$ cat config.mk
export PLATFORM = sky130hd
export DESIGN_NAME = porta_ctrl_debounce
export DESIGN_NICKNAME = d
export VERILOG_FILES = /design/src/rtl/porta_pkg.sv /design/src/rtl/porta_debounce_bit.sv /design/src/rtl/porta_ctrl_debounce.sv
export SDC_FILE = /design/constraint.sdc
export NUM_CORES = 1
export LEC_CHECK = 0
export ABC_AREA = 1
export CORE_MARGIN = 4
export CORE_UTILIZATION = 60
export CTS_CLUSTER_SIZE = 24
export DETAILED_ROUTE_END_ITERATION = 7
export PLACE_DENSITY = 0.8
export SYNTH_ARGS = -nofsm -noshare
export SYNTH_HDL_FRONTEND = slang
export SYNTH_SLANG_ARGS = --single-unit
$ cat constraint.sdc
create_clock -name clk -period 4.5 [get_ports clk]
set_input_delay 0.675 -clock clk [delete_from_list [all_inputs] [get_ports clk]]
set_output_delay 0.675 -clock clk [all_outputs]
set_load 0.05 [all_outputs]
$ cat src/rtl/porta_pkg.sv
// Shared constants for the portable joystick pad input conditioner.
package porta_pkg;

  localparam int PAD_W = 6;

  // Bit positions within a pad vector {P6,P5,P3,P2,P1,P0}
  localparam int PAD_P0 = 0;
  localparam int PAD_P1 = 1;
  localparam int PAD_P2 = 2;
  localparam int PAD_P3 = 3;
  localparam int PAD_P5 = 4;
  localparam int PAD_P6 = 5;

  localparam logic [PAD_W-1:0] PAD_RELEASED = 6'h3F;

  localparam int TICK_DIV_DEF       = 3580;
  localparam int DEBOUNCE_TICKS_DEF = 5;

endpackage

$ cat src/rtl/porta_debounce_bit.sv
// One pad line: two-flop synchroniser, tick-counted mismatch filter and stable level.
module porta_debounce_bit
  import porta_pkg::*;
#(
  parameter int DEBOUNCE_TICKS = DEBOUNCE_TICKS_DEF
) (
  input  logic clk,
  input  logic rst,
  input  logic tick,
  input  logic raw,
  output logic out,
  output logic accept
);

  localparam int CW = $clog2(DEBOUNCE_TICKS) + 1;

  logic          sync1_q, sync1_d;
  logic          sync2_q, sync2_d;
  logic          stable_q, stable_d;
  logic [CW-1:0] cnt_q, cnt_d;

  always_ff @(posedge clk or posedge rst) begin
    if (rst) begin
      sync1_q  <= 1'b1;
      sync2_q  <= 1'b1;
      stable_q <= 1'b1;
      cnt_q    <= '0;
    end else begin
      sync1_q  <= sync1_d;
      sync2_q  <= sync2_d;
      stable_q <= stable_d;
      cnt_q    <= cnt_d;
    end
  end

  // Any cycle of agreement discards the partial count, tick or not.
  always_comb begin
    sync1_d  = raw;
    sync2_d  = sync1_q;
    stable_d = stable_q;
    cnt_d    = cnt_q;
    accept   = 1'b0;
    if (sync2_q == stable_q) begin
      cnt_d = '0;
    end else if (tick) begin
      if (cnt_q == CW'(DEBOUNCE_TICKS - 1)) begin
        stable_d = sync2_q;
        cnt_d    = '0;
        accept   = 1'b1;
      end else begin
        cnt_d = cnt_q + CW'(1);
      end
    end
  end

  assign out = stable_q;

endmodule

$ cat src/rtl/porta_ctrl_debounce.sv
// Debounces both joystick pads against a shared prescaled sample tick and flags per-player updates.
module porta_ctrl_debounce
  import porta_pkg::*;
#(
  parameter int TICK_DIV       = TICK_DIV_DEF,
  parameter int DEBOUNCE_TICKS = DEBOUNCE_TICKS_DEF
) (
  input  logic             clk,
  input  logic             rst,
  input  logic [PAD_W-1:0] C1_RAW,
  input  logic [PAD_W-1:0] C2_RAW,
  output logic [PAD_W-1:0] C1P,
  output logic [PAD_W-1:0] C2P,
  output logic             C1_CHG,
  output logic             C2_CHG,
  output logic             TICK
);

  localparam int PW = $clog2(TICK_DIV);

  logic [PW-1:0]      presc_q, presc_d;
  logic               c1_chg_q, c1_chg_d;
  logic               c2_chg_q, c2_chg_d;
  logic               tick;
  logic [2*PAD_W-1:0] raw_all;
  logic [2*PAD_W-1:0] out_all;
  logic [2*PAD_W-1:0] acc_all;

  assign tick    = (presc_q == PW'(TICK_DIV - 1));
  assign raw_all = {C2_RAW, C1_RAW};

  always_ff @(posedge clk or posedge rst) begin
    if (rst) begin
      presc_q  <= '0;
      c1_chg_q <= 1'b0;
      c2_chg_q <= 1'b0;
    end else begin
      presc_q  <= presc_d;
      c1_chg_q <= c1_chg_d;
      c2_chg_q <= c2_chg_d;
    end
  end

  always_comb begin
    presc_d  = tick ? '0 : presc_q + PW'(1);
    c1_chg_d = |acc_all[PAD_W-1:0];
    c2_chg_d = |acc_all[2*PAD_W-1:PAD_W];
  end

  // Lower PAD_W instances serve player 1, upper PAD_W serve player 2.
  generate
    for (genvar gi = 0; gi < 2 * PAD_W; gi++) begin : g_bit
      porta_debounce_bit #(
        .DEBOUNCE_TICKS(DEBOUNCE_TICKS)
      ) u_bit (
        .clk   (clk),
        .rst   (rst),
        .tick  (tick),
        .raw   (raw_all[gi]),
        .out   (out_all[gi]),
        .accept(acc_all[gi])
      );
    end
  endgenerate

  assign C1P    = out_all[PAD_W-1:0];
  assign C2P    = out_all[2*PAD_W-1:PAD_W];
  assign C1_CHG = c1_chg_q;
  assign C2_CHG = c2_chg_q;
  assign TICK   = tick;

endmodule

==> results.sh <==
export IMPL_synth_area_leader_cell="dfrtp_1"
export IMPL_tns_ns=0
export IMPL_hold_viol=0
export IMPL_path_clk_slew_ns=0.09
export IMPL_finalInstanceArea_mm2=0.00542
export IMPL_rsz0062_at_grt="false"
export IMPL_required_ns=3.83
export IMPL_hpwlAfterDp_um=6350
export IMPL_ir_worst_vdd_v=0.000183
export IMPL_clk_insertion_delay_late_ns=0.36
export IMPL_slew_limit_headroom_pct=41.0
export IMPL_crit_type="register to output port"
export IMPL_cts_made_buffers=9
export IMPL_area_growth_pct=10.0
export IMPL_grt_overflow=0
export IMPL_post_cts_buffers=0
export IMPL_tritoncts="built"
export IMPL_drc=0
export IMPL_synthTopCellsByCount="nand2_1 (134), inv_1 (69), dfrtp_1 (62), nor2_1 (52), nand3_1 (41)"
export IMPL_post_route_period_util_pct=76.8
export IMPL_path_max_fanout=11
export IMPL_yosys_cell_types_count=31
export IMPL_row_count=32
export IMPL_setup_viol_count_final=0
export IMPL_drv_cap=0
export IMPL_postCtsHoldBufs=0
export IMPL_ys_top_cells_by_area="dfrtp_1 (31%), dfstp_2 (19%), nand2_1 (10%)"
export IMPL_cts_repair_resized=0
export IMPL_finClkSkew_ns=0.00882
export IMPL_core_area_mm2=0.00785
export IMPL_fillers=630
export IMPL_min_path_cells=0
export IMPL_drt_iter0_markers=126
export IMPL_slew_violations=0
export IMPL_avgSynthCellArea_um2=8.94
export IMPL_avgRoutedWirePerCell_um=12.9
export IMPL_cts_buffer_depth=2
export IMPL_synth_edf_count=0
export IMPL_io_pins=29
export IMPL_ant_nets=0
export IMPL_fmax_mhz=289
export IMPL_synthArstFlopShare_pct=100
export IMPL_crit_path_start_kind="register"
export IMPL_htree_num_levels=3
export IMPL_synth_seq_cells=98
export IMPL_wl_um=8810
export IMPL_die_area_mm2=0.00973
export IMPL_synthesis_yosys_warnings=0
export IMPL_initial_utilization_pct=62.8
export IMPL_period_minus_slack_ns=3.46
export IMPL_place_area_mm2=0.00524
export IMPL_num_nets_final=615
export IMPL_antenna_cells=0
export IMPL_status="finished, final reports clean"
export IMPL_track_usage_pct=19.5
export IMPL_die_width_um=98.6
export IMPL_synth_fp_nets=590
export IMPL_dieHeight_um=98.6
export IMPL_place_congestion=0.804
export IMPL_power_leakage_uw=0.00263
export IMPL_synth_most_common_cell="nand2_1"
export IMPL_vias=3487
export IMPL_vias_per_cell=5.11
export IMPL_min_path_type="register to register"
export IMPL_grt_pass1_vias=3537
export IMPL_port_buffers=28
export IMPL_firstDrtPassIters=5
export IMPL_synth_top_area_share_pct=31.5
export IMPL_netlist_area_mm2=0.00493
export IMPL_clkSinkCount=98
export IMPL_dominantRegCellSynth="dfrtp_1"
export IMPL_antenna_found_initial=0
export IMPL_grt_start_max_net_pins=42
export IMPL_synthCells=551
export IMPL_cts_root_buf="clkbuf_8"
export IMPL_drive_gt1_share_pct=11.7
export IMPL_arrival_ns=2.78
export IMPL_reg2reg_depth=9
export IMPL_grt_pass1_wl_um=15500
export IMPL_yosysSeqAreaShare_pct=50.7
export IMPL_cp_end_kind="output port"
export IMPL_tightestPinTransition_ns=0.882
export IMPL_power_density_mw_per_mm2=279
## area by class of cell
cell class / count / area (µm²) / share of cell area, %
timing repair buffer: 31 / 303 / 5.59
clock buffer: 13 / 149 / 2.75
sequential: 98 / 2500 / 46.1
tap: 102 / 128 / 2.35
multi-input combinational: 366 / 2040 / 37.7
inverter: 70 / 265 / 4.89
clock inverter: 2 / 37.5 / 0.692
## cell families (layout without fill, tap and decap cells)
| family | after synthesis | in the layout | share of synthesized area [%] |
|---|---|---|---|
| fa+ha+maj | 25 | 25 | 6.35 |
| xor+xnor | 38 | 38 | 6.75 |
| simple gates | 261 | 261 | 24.0 |
| flops | 98 | 98 | 50.7 |
| compound gates | 42 | 42 | 4.32 |
| buf+inv | 87 | 116 | 7.87 |
## worst max-delay path, stage by stage (launching register included)
cell and delay (ns):
dfrtp_1 0.40, nand2_1 0.10, nor2_1 0.69, inv_1 0.24, nor2_4 0.18, clkdlybuf4s50_1 0.81
## layout by cell type (no fill, tap or decap), types with 8 or more instances in the layout
| cell type | Yosys | final |
|---|---|---|
| dfstp_2 | 36 | 36 |
| ha_1 | 25 | 25 |
| nand3_1 | 41 | 41 |
| dfrtp_1 | 62 | 62 |
| xor2_1 | 30 | 30 |
| clkbuf_8 | 0 | 10 |
| inv_1 | 69 | 68 |
| clkdlybuf4s50_1 | 0 | 28 |
| xnor2_1 | 8 | 8 |
| o21ai_1 | 12 | 12 |
| nor2_1 | 52 | 52 |
| nand2_1 | 134 | 134 |
| o21ai_0 | 24 | 24 |
## power breakdown
group          internal, µW  switching [µW]  leakage (µW)
clock                   270             288     0.0000897
sequential              900            5.34       0.00123
combinational          16.4            32.7       0.00132
## sequential cells by signal, indices dropped and copies added, names as in the netlist
signal	cells
g_bit.u_bit.cnt_q	48
g_bit.u_bit.sync1_q	12
C2_CHG	1
presc_q	12
g_bit.u_bit.sync2_q	12
C1_CHG	1
g_bit.u_bit.out	12
## final timing paths
| path | start | end | slack (ns) |
|---|---|---|---|
| setup / recovery | presc_q[5] | TICK | 1.04 |
| hold / removal | g_bit[9].u_bit.sync1_q | g_bit[9].u_bit.sync2_q | 0.35 |
| setup reg to reg | presc_q[5] | C2_CHG | 2.09 |
| hold reg to reg | g_bit[9].u_bit.sync1_q | g_bit[9].u_bit.sync2_q | 0.35 |
| max in group asynchronous | rst | g_bit[3].u_bit.sync2_q | 2.96 |
| min in group asynchronous | rst | g_bit[5].u_bit.cnt_q[3] | 0.66 |
## per-stage QoR
stage	power (µW)	setup WS, ns	hold slack, ns	util (%)	std cells
final	1510	1.04	0.353	69.1	682
after global placement	971	1.52	0.345	66.7	667
after floorplan	949	1.32	0.345	-	551
after global routing	1570	0.871	0.354	69.1	682
after CTS	1530	1.01	0.351	69.1	682
after detailed placement	972	1.44	0.347	66.7	667
## metal layers
| layer | up-vias | wire length (µm) | GRT usage [%] | share of wire [%] |
|---|---|---|---|---|
| li1 | 1767 | - | - | - |
| met1 | 1655 | 3970 | 24.7 | 45 |
| met3 | 14 | 295 | 4.10 | 3.3 |
| met2 | 51 | 4390 | 33.3 | 50 |
| met5 | - | 0 | 0 | 0 |
| met4 | 0 | 160 | 6.62 | 1.8 |
No activity file was read; power rests on OpenSTA's default activity.
==> RTL change, RTL diff (same settings) <==
Remove the register `c1_chg_q`: a continuous assignment takes its place, so the output `C1_CHG` follows one clock earlier.
--- a/src/rtl/porta_ctrl_debounce.sv
+++ b/src/rtl/porta_ctrl_debounce.sv
@@ -32,14 +32,14 @@
   always_ff @(posedge clk or posedge rst) begin
     if (rst) begin
       presc_q  <= '0;
-      c1_chg_q <= 1'b0;
       c2_chg_q <= 1'b0;
     end else begin
       presc_q  <= presc_d;
-      c1_chg_q <= c1_chg_d;
       c2_chg_q <= c2_chg_d;
     end
   end
+
+  assign c1_chg_q = c1_chg_d;
 
   always_comb begin
     presc_d  = tick ? '0 : presc_q + PW'(1);
Check against the original RTL: same outputs for any inputs over 10 cycles, from zero or initial values and one cycle with rst high; that may be too few to reach the edited logic, so the function may still have changed.
==> RTL change against the original RTL <==
- final cell count is 0.15% higher
- sequential cell count shrank 1
- area after synthesis fell by 1.2%
- maximum frequency shrank 3.8%
- total power grew 3.1%
- hold slack improved by 6.6 ps
- cell area decreased by 0.39%
- routed wire length increased by 1.8%
- clock skew grew 0.61 ps
- utilization grew 0.082 points
- worst setup slack got worse by 140 ps
- critical endpoint is now C1_CHG
- largest power group unchanged
==> RTL change: results (changes against the original RTL) <==
Run status
  – Run status: completed

Final layout
  – Register with the most flip-flops: g_bit.u_bit.cnt_q
  – Total inserted antenna cells: 0 (unchanged)
  – Fraction of final layout cells with drive strength greater than 1: 0.124 (+0.00668)
  – Final-stage net count: 615 (unchanged)
  – Max reg flops: 48 (unchanged)

Clock network
  – # Post-CTS Setup Buffers: 0 (unchanged)
  – CTS Root Buffer Type: sky130_fd_sc_hd__clkbuf_8
  – H-Tree Level Count: 3 (unchanged)
  – Skew-Pair Late Insertion Delay: 350 ps
  – Longest Clk Path Bufs: 2 (unchanged)
  – Worst-path clk slew: 90 ps (about the same)
  – Total clock buffers created by CTS: 9 (unchanged)
  – Post-cts gate resize count: 0 (unchanged)

Drt
  – Mean number of vias per cell: 5.25 (+2.7%)
  – Routed wire length: 8970 um (+1.8%)
  – TritonRoute pass-1 iters: 4 (-1)
  – First DRT Iteration DRCs: 187 (+48%)
  – Avg WL per Cell: 13.1 um (+1.6%)

Global route
  – Total track usage: 0.199 (+0.00389)
  – Pin count of the biggest net entering global routing: 35 (-17%)
  – Number of antenna violations at the first check in global routing: 0 (unchanged)
  – Number of global-route vias before repair: 3643 (+3.0%)
  – Global-route wire length before repair: 15800 um (+2.0%)

Timing
  – Normalized max-slew margin: 0.641 (+0.231)
  – Tightest hold margin: 359 ps (+6.58 ps)
  – Final critical-path share of the clock period: 0.798 (+0.0300)
  – Worst clock skew on the final layout: 9.43 ps (+0.614 ps)

Worst setup path
  – Critical path fanouts, max: 19 (+8)
  – Worst path top cell family by delay: simple AND/OR/NAND/NOR gates
  – Slowest stage delay, CP: 800 ps
  – WP data arrival: 2920 ps (+140 ps)
  – Register-to-register setup slack: 2560 ps (+470 ps)
  – CP max stage cell: sky130_fd_sc_hd__clkdlybuf4s50_1

Synthesis
  – Leading post-synthesis cells by instance count: 135 x sky130_fd_sc_hd__nand2_1, 66 x sky130_fd_sc_hd__inv_1, 61 x sky130_fd_sc_hd__dfrtp_1
  – Cell types with the largest area share after synthesis: sky130_fd_sc_hd__dfrtp_1 31%, sky130_fd_sc_hd__dfstp_2 19%, sky130_fd_sc_hd__nand2_1 10%
  – Most used flip-flop cell after synthesis: sky130_fd_sc_hd__dfrtp_1
  – Synth async-reset ratio: 1.00 (unchanged)
  – Synthesized Nets: 589 (-0.17%)
  – Average size of a mapped cell: 8.85 sq um (-0.99%)
  – Register area share after synthesis: 0.508 (+0.000852)
  – Count leader, synth: sky130_fd_sc_hd__nand2_1
  – Count of flip-flops with a built-in enable after synthesis: 0 (unchanged)
  – Count of different cell masters after synthesis: 31 (unchanged)
  – Number of warnings printed during yosys synthesis: 0 (unchanged)

Placement
  – Post-Place Cell Area: 5180 sq um (-1.0%)
  – Post-placement setup slack: 1360 ps (-86.3 ps)
  – Placed Cells: 667 (unchanged)
  – Global placer's final weighted congestion: 0.795 (-1.2%)
  – Count of port buffers added during placement: 28 (unchanged)
  – Detailed Place HPWL: 6640 um (+4.6%)

Min path
  – Hold/Removal Path Class: reg2reg

Power
  – Cell leakage power: 0.00260 uW (-1.2%)
  – Worst supply voltage drop on vdd: 0.213 mV (+17%)
[RTL change: cell types whose count changed after synthesis, sizes merged, moves of 2 or more]
cell / before / now
o31ai: 0 / 3
or2: 1 / 3
nor3: 11 / 9
nand3b: 3 / 1
o21ai: 36 / 30
inv: 70 / 67
nand3: 41 / 50
[RTL change: cell type report]
type,instances,area (sq um)
multi-input combinational,369,2020
sequential,97,2470
inverter,67,253
clock buffer,10,128
tap,102,128
clock inverter,6,90.1
fill,595,2410
timing repair buffer,32,310
[RTL change: metal layers]
layer / wire (um) / vias up / share of wire / global-route usage
met5: 0 / - / 0 / 0
met4: 111 / 0 / 0.012 / 0.0628
met3: 407 / 9 / 0.045 / 0.0493
met2: 4580 / 76 / 0.51 / 0.350
met1: 3870 / 1727 / 0.43 / 0.240
li1: - / 1775 / - / -
[RTL change: final timing paths]
path | to | depth (start not counted) | from
worst max-delay path | C1_CHG | 8 | presc_q[0]
worst min-delay path | g_bit[11].u_bit.sync2_q | 0 | g_bit[11].u_bit.sync1_q
worst max register to register | g_bit[1].u_bit.cnt_q[2] | 9 | presc_q[5]
worst min register to register | g_bit[11].u_bit.sync2_q | 0 | g_bit[11].u_bit.sync1_q
max in group asynchronous | g_bit[3].u_bit.out | 3 | rst
min in group asynchronous | g_bit[0].u_bit.cnt_q[2] | 2 | rst
[RTL change: power breakdown]
group          switching (uW)  internal, uW  total (uW)
Combinational            32.2          16.2        48.4
Clock                     298           315         613
Sequential               6.16           891         898
[RTL change: kinds of logic after synthesis]
family	synth area share
AO/OA/AOI/OAI	0.0411
XOR/XNOR	0.0665
adder cells (fa/ha/maj)	0.0642
buffers and inverters	0.0776
flip-flops	0.508
AND/OR/NAND/NOR	0.243
